## src/rtl/accum_pkg.sv

```systemverilog
// rtl/accum_pkg.sv - shared widths, channel-width rule and saturate/wrap adder for accum_mc
package accum_pkg;

    localparam int DIN_W_DEF  = 8;
    localparam int DOUT_W_DEF = 16;
    localparam int CALC_W     = 64;

    typedef struct packed {
        logic               ovf;
        logic signed [CALC_W-1:0] val;
    } add_res_t;

    function automatic int ch_width(input int n);
        return (n <= 1) ? 1 : $clog2(n);
    endfunction

    // Sum is formed wide; the result is clamped or wrapped back into dout_w signed bits.
    function automatic add_res_t sat_add(input logic signed [CALC_W-1:0] acc,
                                         input logic signed [CALC_W-1:0] din,
                                         input int                       dout_w,
                                         input logic                     sat);
        logic signed [CALC_W-1:0] sum;
        logic signed [CALC_W-1:0] max_v;
        logic signed [CALC_W-1:0] min_v;
        add_res_t                 r;
        sum   = acc + din;
        max_v = (64'sd1 <<< (dout_w - 1)) - 64'sd1;
        min_v = -max_v - 64'sd1;
        r.ovf = (sum > max_v) || (sum < min_v);
        if (!r.ovf)
            r.val = sum;
        else if (sat)
            r.val = (sum > max_v) ? max_v : min_v;
        else
            r.val = (sum <<< (CALC_W - dout_w)) >>> (CALC_W - dout_w);
        return r;
    endfunction

endpackage

```

## src/rtl/accum_lane.sv

```systemverilog
// rtl/accum_lane.sv - one accumulator channel with sticky overflow and clear-then-load
module accum_lane
    import accum_pkg::*;
#(
    parameter int DIN_W  = DIN_W_DEF,
    parameter int DOUT_W = DOUT_W_DEF,
    parameter bit SAT    = 1'b1
) (
    input  logic                     i_clk,
    input  logic                     i_rst,
    input  logic                     i_add_en,
    input  logic                     i_clr,
    input  logic signed [DIN_W-1:0]  i_din,
    output logic signed [DOUT_W-1:0] o_acc,
    output logic                     o_ovf
);

    logic signed [DOUT_W-1:0] r_acc;
    logic                     r_ovf;
    add_res_t                 w_res;
    logic signed [DOUT_W-1:0] w_din_sext;
    logic                     w_unused_hi;

    assign w_din_sext = {{(DOUT_W-DIN_W){i_din[DIN_W-1]}}, i_din};

    always_comb begin
        w_res = sat_add({{(CALC_W-DOUT_W){r_acc[DOUT_W-1]}}, r_acc},
                        {{(CALC_W-DIN_W){i_din[DIN_W-1]}}, i_din},
                        DOUT_W, SAT);
    end

    assign w_unused_hi = ^w_res.val[CALC_W-1:DOUT_W];

    // A clear coinciding with a sample loads the sample; one sample can never overflow.
    always_ff @(posedge i_clk) begin
        if (i_rst) begin
            r_acc <= '0;
            r_ovf <= 1'b0;
        end else if (i_clr) begin
            r_acc <= i_add_en ? w_din_sext : '0;
            r_ovf <= 1'b0;
        end else if (i_add_en) begin
            r_acc <= w_res.val[DOUT_W-1:0];
            if (w_res.ovf)
                r_ovf <= 1'b1;
        end
    end

    assign o_acc = r_acc;
    assign o_ovf = r_ovf;

endmodule

```

## src/rtl/accum_mc.sv

```systemverilog
// rtl/accum_mc.sv - multi-channel signed accumulator: channel decode and registered read-out
module accum_mc
    import accum_pkg::*;
#(
    parameter int DIN_W  = DIN_W_DEF,
    parameter int DOUT_W = DOUT_W_DEF,
    parameter int NCH    = 4,
    parameter int SAT    = 1,
    localparam int CH_W  = ch_width(NCH)
) (
    input  logic                     i_clk,
    input  logic                     i_rst,
    input  logic                     i_din_en,
    input  logic [CH_W-1:0]          i_din_ch,
    input  logic signed [DIN_W-1:0]  i_din,
    input  logic                     i_clr_en,
    input  logic [CH_W-1:0]          i_clr_ch,
    input  logic                     i_rd_en,
    input  logic [CH_W-1:0]          i_rd_ch,
    input  logic                     i_rd_clr,
    output logic signed [DOUT_W-1:0] o_dout,
    output logic                     o_dout_vld,
    output logic [NCH-1:0]           o_ovf
);

    logic signed [DOUT_W-1:0] w_acc [NCH];
    logic [NCH-1:0]           w_add;
    logic [NCH-1:0]           w_clr;
    logic signed [DOUT_W-1:0] w_rd_data;
    logic signed [DOUT_W-1:0] r_dout;
    logic                     r_dout_vld;

    // Indices >= NCH match no lane, so writes and clears to them fall away.
    for (genvar g = 0; g < NCH; g++) begin : g_lane
        assign w_add[g] = i_din_en && (i_din_ch == CH_W'(g));
        assign w_clr[g] = (i_clr_en && (i_clr_ch == CH_W'(g)))
                       || (i_rd_en && i_rd_clr && (i_rd_ch == CH_W'(g)));

        accum_lane #(
            .DIN_W  (DIN_W),
            .DOUT_W (DOUT_W),
            .SAT    (SAT != 0)
        ) u_lane (
            .i_clk    (i_clk),
            .i_rst    (i_rst),
            .i_add_en (w_add[g]),
            .i_clr    (w_clr[g]),
            .i_din    (i_din),
            .o_acc    (w_acc[g]),
            .o_ovf    (o_ovf[g])
        );
    end

    always_comb begin
        w_rd_data = '0;
        for (int i = 0; i < NCH; i++) begin
            if (i_rd_ch == CH_W'(i))
                w_rd_data = w_acc[i];
        end
    end

    always_ff @(posedge i_clk) begin
        if (i_rst) begin
            r_dout     <= '0;
            r_dout_vld <= 1'b0;
        end else begin
            r_dout_vld <= i_rd_en;
            if (i_rd_en)
                r_dout <= w_rd_data;
        end
    end

    assign o_dout     = r_dout;
    assign o_dout_vld = r_dout_vld;

endmodule

```

## config.mk

```make
export PLATFORM = sky130hd
export DESIGN_NAME = accum_mc
export DESIGN_NICKNAME = d
export VERILOG_FILES = /design/src/rtl/accum_pkg.sv /design/src/rtl/accum_lane.sv /design/src/rtl/accum_mc.sv
export SDC_FILE = /design/constraint.sdc
export NUM_CORES = 1
export LEC_CHECK = 0
export ABC_AREA = 0
export CAP_MARGIN = 10
export CELL_PAD_IN_SITES_DETAIL_PLACEMENT = 1
export CELL_PAD_IN_SITES_GLOBAL_PLACEMENT = 2
export CORE_ASPECT_RATIO = 2
export CORE_MARGIN = 3
export CORE_UTILIZATION = 41
export CTS_CLUSTER_DIAMETER = 60
export DETAILED_ROUTE_END_ITERATION = 16
export GPL_TIMING_DRIVEN = 1
export PLACE_DENSITY_LB_ADDON = 0.15
export SLEW_MARGIN = 20
export SYNTH_ARGS = -nofsm -noshare
export SYNTH_HDL_FRONTEND = slang
export SYNTH_SLANG_ARGS = --single-unit
```

## constraint.sdc

```tcl
create_clock -name i_clk -period 4.6 [get_ports i_clk]
set_input_delay 0.69 -clock i_clk [delete_from_list [all_inputs] [get_ports i_clk]]
set_output_delay 0.69 -clock i_clk [all_outputs]
set_load 0.005 [all_outputs]
```

; Yosys cells after proc, flatten, opt, wreduce, memory -nomap -nowiden
; Index checks and enable logic that the tools add are counted.
[classes]
n_addsub = 4
order_cmp = 8
n_eq_ne = 9
mux = 24
n_reduce_logical = 36
[op_table]
columns = op, n
row1 = 16-bit two-way mux, 24
row2 = 16-bit by 8-bit adder with 17-bit output, 4
row3 = "17-bit by 16-bit > comparator with 1-bit output, second input constant", 4
row4 = "17-bit by 16-bit < comparator with 1-bit output, second input constant", 4
row5 = 1-bit logical AND, 13
row6 = "2-bit == test, second input constant", 6
row7 = 1-bit logical OR, 8
row8 = 2-bit AND reduction, 4
row9 = 2-bit nonzero test, 4
row10 = 2-bit OR reduction, 4
row11 = "2-bit by 1-bit == test with 1-bit output, second input constant", 3
row12 = 2-bit logical NOT, 3
[totals]
ff_bits = 85
input_bits = 20
word_cells = 91

; Longest topological paths before layout
[logic_depth]
depth_word = 6
ltp_mapped = 12
ltp_nobuf = 10

; By module
; A second synthesis with hierarchy kept.
[unflattened]
hier_cells = 925
hier_area_um2 = 7796.2
[modules_own_cells]
columns = mod, instances, cells_per_inst, area_per_inst_um2, seq_area_each_um2
row1 = accum_lane, 4, 204, 1650.3, 340.3
row2 = accum_mc, 1, 109, 1194.9, 340.3

; Least setup slack after synthesis
; OpenSTA, ideal clock, no wires.
[synth_timing]
path_type = input to register
startpoint = input port i_din[0]
endpoint = register g_lane[3].u_lane.r_ovf
setup_time_ps = 115
arrival_time_ps = 2912
required_time_ps = 4485
path_slack_ps = 1573
cell_stages = 11
path_buffers = 1
path_cell_list = ha_1 fa_1 a211oi_2 o21ai_2 o31a_4 a311oi_4 o31ai_4 or3b_1 buf_6 a21oi_2 o21a_1
[synth_via]
elab_chain_cells = 4
[synth_lines]
columns = element, line
row1 = start: declaration, accum_mc.sv:15  ; input logic signed [DIN_W-1:0] i_din,
row2 = 16-bit by 8-bit adder with 17-bit output (*), accum_pkg.sv:26  ; sum = acc + din;
row3 = 17-bit by 16-bit > comparator with 1-bit output / 17-bit by 16-bit < comparator with 1-bit output (equally long branches), accum_pkg.sv:29  ; r.ovf = (sum > max_v) || (sum < min_v);
row4 = 1-bit logical OR (*), accum_pkg.sv:29
row5 = 2-bit AND reduction (no source line) (*), n/a
row6 = end signal: assignment, accum_lane.sv:38  ; r_ovf <= 1'b0;
row7 = end signal: assignment, accum_lane.sv:41  ; r_ovf <= 1'b0;
row8 = end signal: assignment, accum_lane.sv:45  ; r_ovf <= 1'b1;
row9 = end: declaration, accum_lane.sv:19  ; logic r_ovf;
; Mark *: on every way between the ends. The rest lies on a longest branch, timed or not.
; A chain may end at the register's enable or synchronous reset.

; Worst setup path after layout
[layout_timing]
startpoint = input port i_din[1]
endpoint = register g_lane[0].u_lane.r_acc[4]
[layout_via]
elab_chain_cells = 6
[layout_lines]
columns = element, line
row1 = 16-bit by 8-bit adder with 17-bit output (*), accum_pkg.sv:26
row2 = 17-bit by 16-bit > comparator with 1-bit output / 17-bit by 16-bit < comparator with 1-bit output (equally long branches), "accum_pkg.sv:29, accum_pkg.sv:33"
row3 = 16-bit two-way mux / 1-bit logical OR (equally long branches), "accum_pkg.sv:33, accum_pkg.sv:29"
row4 = 16-bit two-way mux (*), accum_pkg.sv:30  ; if (!r.ovf)
row5 = 16-bit two-way mux (*), accum_lane.sv:42  ; end else if (i_add_en) begin
row6 = 16-bit two-way mux (*), accum_lane.sv:39  ; end else if (i_clr) begin
row7 = end signal: assignment, accum_lane.sv:40  ; r_acc <= i_add_en ? w_din_sext : '0;
row8 = end signal: assignment, accum_lane.sv:43  ; r_acc <= w_res.val[DOUT_W-1:0];
row9 = end: declaration, accum_lane.sv:18  ; logic signed [DOUT_W-1:0] r_acc;
; Mark *: on every way between the ends. The rest lies on a longest branch, timed or not. The select of a mux whose other input is x is not followed.

==> results.md <==
- Status: complete, no violations
- TritonCTS clock tree: yes
- PD cells: 272 mW/mm^2
- Overall routing resource usage: 28.1%
- Vias in the first global route: 7752
- GR Overflow Total: 0
- Critical Path Source Type: input pin
- Drt drc: 0
- Die ar.: 0.0197 mm^2
- RePlAce Congestion: 0.952
- Largest area contributor in the netlist: dfxtp_1
- Post-CTS sizing: 0
- Main synth FF type: dfxtp_1
- Area Growth Syn to Fin: 11.4%
- Hold WC Path Type: reg2reg
- First-pass GRT wire length: 43100 um
- Crit path arrival time: 4120 ps
- Syn nets: 969
- Chip height: 195 um
- Antenna diodes: 0
- Num rows: 68
- Synth cell types: 88
- Peak supply drop: 0.158 mV
- Final WL: 27300 um
- Initial core utilization: 42.1%
- Initial drt markers: 327
- Worst-path fanout max: 15
- CTS Sinks: 85
- Hold depth: 2
- FF-to-FF setup slack: 1380 ps
- Sw frac: 35.6%
- Synthesis-stage register bit count: 85
- DP Worst Slack: 307 ps
- Mapped Cells: 881
- Internal power: 1430 uW
- Final Max Tran Viols: 0
- Final-report hold violation count: 0
- Required time of the worst setup path: 4800 ps
- Top cell type's share of synthesized area: 23.2%
- Switch Pwr: 793 uW
- # IOs: 41
- Post-synth EDFFs: 0
- Comb pwr share: 30.4%
- Unrepaired setup endpoints after global routing: no
- Async SR Flop Fraction: 0%
- Pin count of the biggest net entering global routing: 64
- Seq pwr share: 36.6%
- Max-Slew Margin vs Limit: 32.7%
- Synth Warn #: 0
- Clk_skew: 8.37 ps
- Cell leakage power: 0.00330 uW
- Seq/Total Area, Yosys: 23.2%
- Postcts setup bufs: 0
- Most frequent cells in the layout: 118 x a21oi_1, 85 x dfxtp_1, 77 x nor2_1, 64 x ha_1, 54 x nand2_1
- Number of H-tree levels: 3
- Initial antenna violation count: 0
- Max Cap Viol: 0
- Setup Crit Path Kind: in2reg
- Hold-fix buffers, CTS: 0
- Worst Max-Slew Pin Slew: 1010 ps
- CP peak stage delay: 750 ps
- Crit path cell chain: clkdlybuf4s50_1, fa_1, a211oi_1, o21bai_2, o2111a_1, o21ai_1, o221a_2, o21ai_4, a22oi_1, a221oi_1
- Initial DRT Pass Iterations: 4
- Avg Vias per Cell: 6.55
- Clk_lat worst skew: 350 ps
- Post-route ant nets: 0
- Setup ws final: 675 ps
- Setup_tns: 0 ps
- Cell Area, Synth: 0.00735 mm^2
- Synth Area per Inst: 8.34 um^2
- Synth top area cells: dfxtp_1 23%, ha_1 11%, a21oi_1 8.0%
- CP Capture Type: flip-flop
- Setup Viol. Count Final: 0
- Detailed placer's ending HPWL: 21600 um
- Buffers on Ports: 40
- Min Tclk post-route: 3930 ps
- Fmax: 0.255 GHz
- Reg2Reg Depth: 10
- CP max-delay cell: clkdlybuf4s50_1
- Die X: 101 um
- CTS Buf Count: 9
- Final nets: 989
- Tcrit/Tclk final: 85.3%
- Vias post-DR: 7306
- Share of layout cells above drive strength 1: 9.71%
- Most common cell after layout, fill and taps aside: a21oi_1
- Routed wire length per instance: 24.5 um
- Clk pwr share: 32.9%
- CTS clk-pin slew, worst paths: 70 ps
- CTS root buf: clkbuf_16
- Core ar.: 0.0174 mm^2
- Longest Clk Path Bufs: 2
-- power groups by stage --
stage | clock, uW | combinational (uW) | sequential (uW)
4_1_cts | 746 | 675 | 815
3_3_place_gp | 0 | 646 | 831
6_report | 734 | 677 | 816
2_1_floorplan | 0 | 486 | 803
3_5_place_dp | 0 | 670 | 832
5_1_grt | 778 | 743 | 817
-- flip-flops by register name, summed over array words and instances, names as in the netlist --
signal               flops
o_dout                  16
g_lane.u_lane.o_acc     64
o_dout_vld               1
g_lane.u_lane.o_ovf      4
-- cell type report --
cell class,count,area [um^2]
Fill cell,2103,9260
Multi-Input combinational cell,733,5360
Sequential cell,85,1700
Timing Repair Buffer,58,526
Tap cell,210,263
Clock buffer,11,253
Inverter,14,52.6
Clock inverter,5,35.0
-- worst paths after layout --
kind | startpoint | end
max | i_din[1] | g_lane[0].u_lane.o_acc[4]$_SDFFE_PP0P_
min | g_lane[2].u_lane.o_ovf$_SDFFE_PP0P_ | g_lane[2].u_lane.o_ovf$_SDFFE_PP0P_
max reg2reg | g_lane[0].u_lane.o_acc[0]$_SDFFE_PP0P_ | g_lane[0].u_lane.o_acc[4]$_SDFFE_PP0P_
min reg2reg | g_lane[2].u_lane.o_ovf$_SDFFE_PP0P_ | g_lane[2].u_lane.o_ovf$_SDFFE_PP0P_
-- metrics by stage --
step / instances / util, % / instance area (um^2) / power (uW) / hold WS, ps
2_1_floorplan: 881 / - / 7350 / 1290 / 426
3_5_place_dp: 1100 / 45.3 / 7890 / 1500 / 446
5_1_grt: 1116 / 46.9 / 8190 / 2340 / 486
4_1_cts: 1116 / 46.9 / 8180 / 2240 / 462
6_report: 1116 / 46.9 / 8190 / 2230 / 456
3_3_place_gp: 1100 / 45.3 / 7890 / 1480 / 436
-- kinds of logic after synthesis --
family                   count (synthesis)  share of synthesized area (%)
AO/OA/AOI/OAI                          362                           33.0
AND/OR/NAND/NOR                        221                           14.7
flip-flops                              85                           23.2
adder cells (fa/ha/maj)                 68                           12.0
buffers and inverters                   63                           4.05
XOR/XNOR                                47                           5.60
multiplexers                            35                           7.53
-- critical path, delay by kind of cell --
family,cells,cell delay [ps]
AOI/OAI and AO/OA,8,2000
adders and majority gates,1,660
buffers and inverters,1,750
-- cells in the mapped netlist (4+ instances only) --
cell / n
a211oi_1: 15
nand2b_1: 5
xnor2_1: 29
o21bai_1: 5
a22oi_1: 22
o22ai_1: 24
buf_1: 4
dfxtp_1: 85
ha_1: 64
inv_1: 14
nand2_1: 54
clkbuf_1: 28
nor2b_1: 5
nor4_1: 6
nand3_1: 16
o21a_1: 9
a221oi_1: 8
nor2_1: 77
and3_1: 11
nor3_1: 8
mux2i_1: 17
fa_1: 4
a21oi_1: 118
mux4_2: 16
xor2_1: 18
and2_1: 13
buf_2: 8
a21o_1: 28
buf_4: 5
o21ai_0: 43
o211ai_1: 9
o21ai_1: 10
o221ai_1: 4
a31oi_1: 17
-- layer usage --
layer	GRT usage, %	routed length [um]	share of wire, %	up-vias
li1	-	-	-	3406
met1	29.8	9730	36	3644
met2	51.0	14800	54	183
met3	2.68	905	3.3	73
met4	18.1	1870	6.8	0
met5	0	0	0	-
Note: power is estimated with default switching activity, not from simulation.
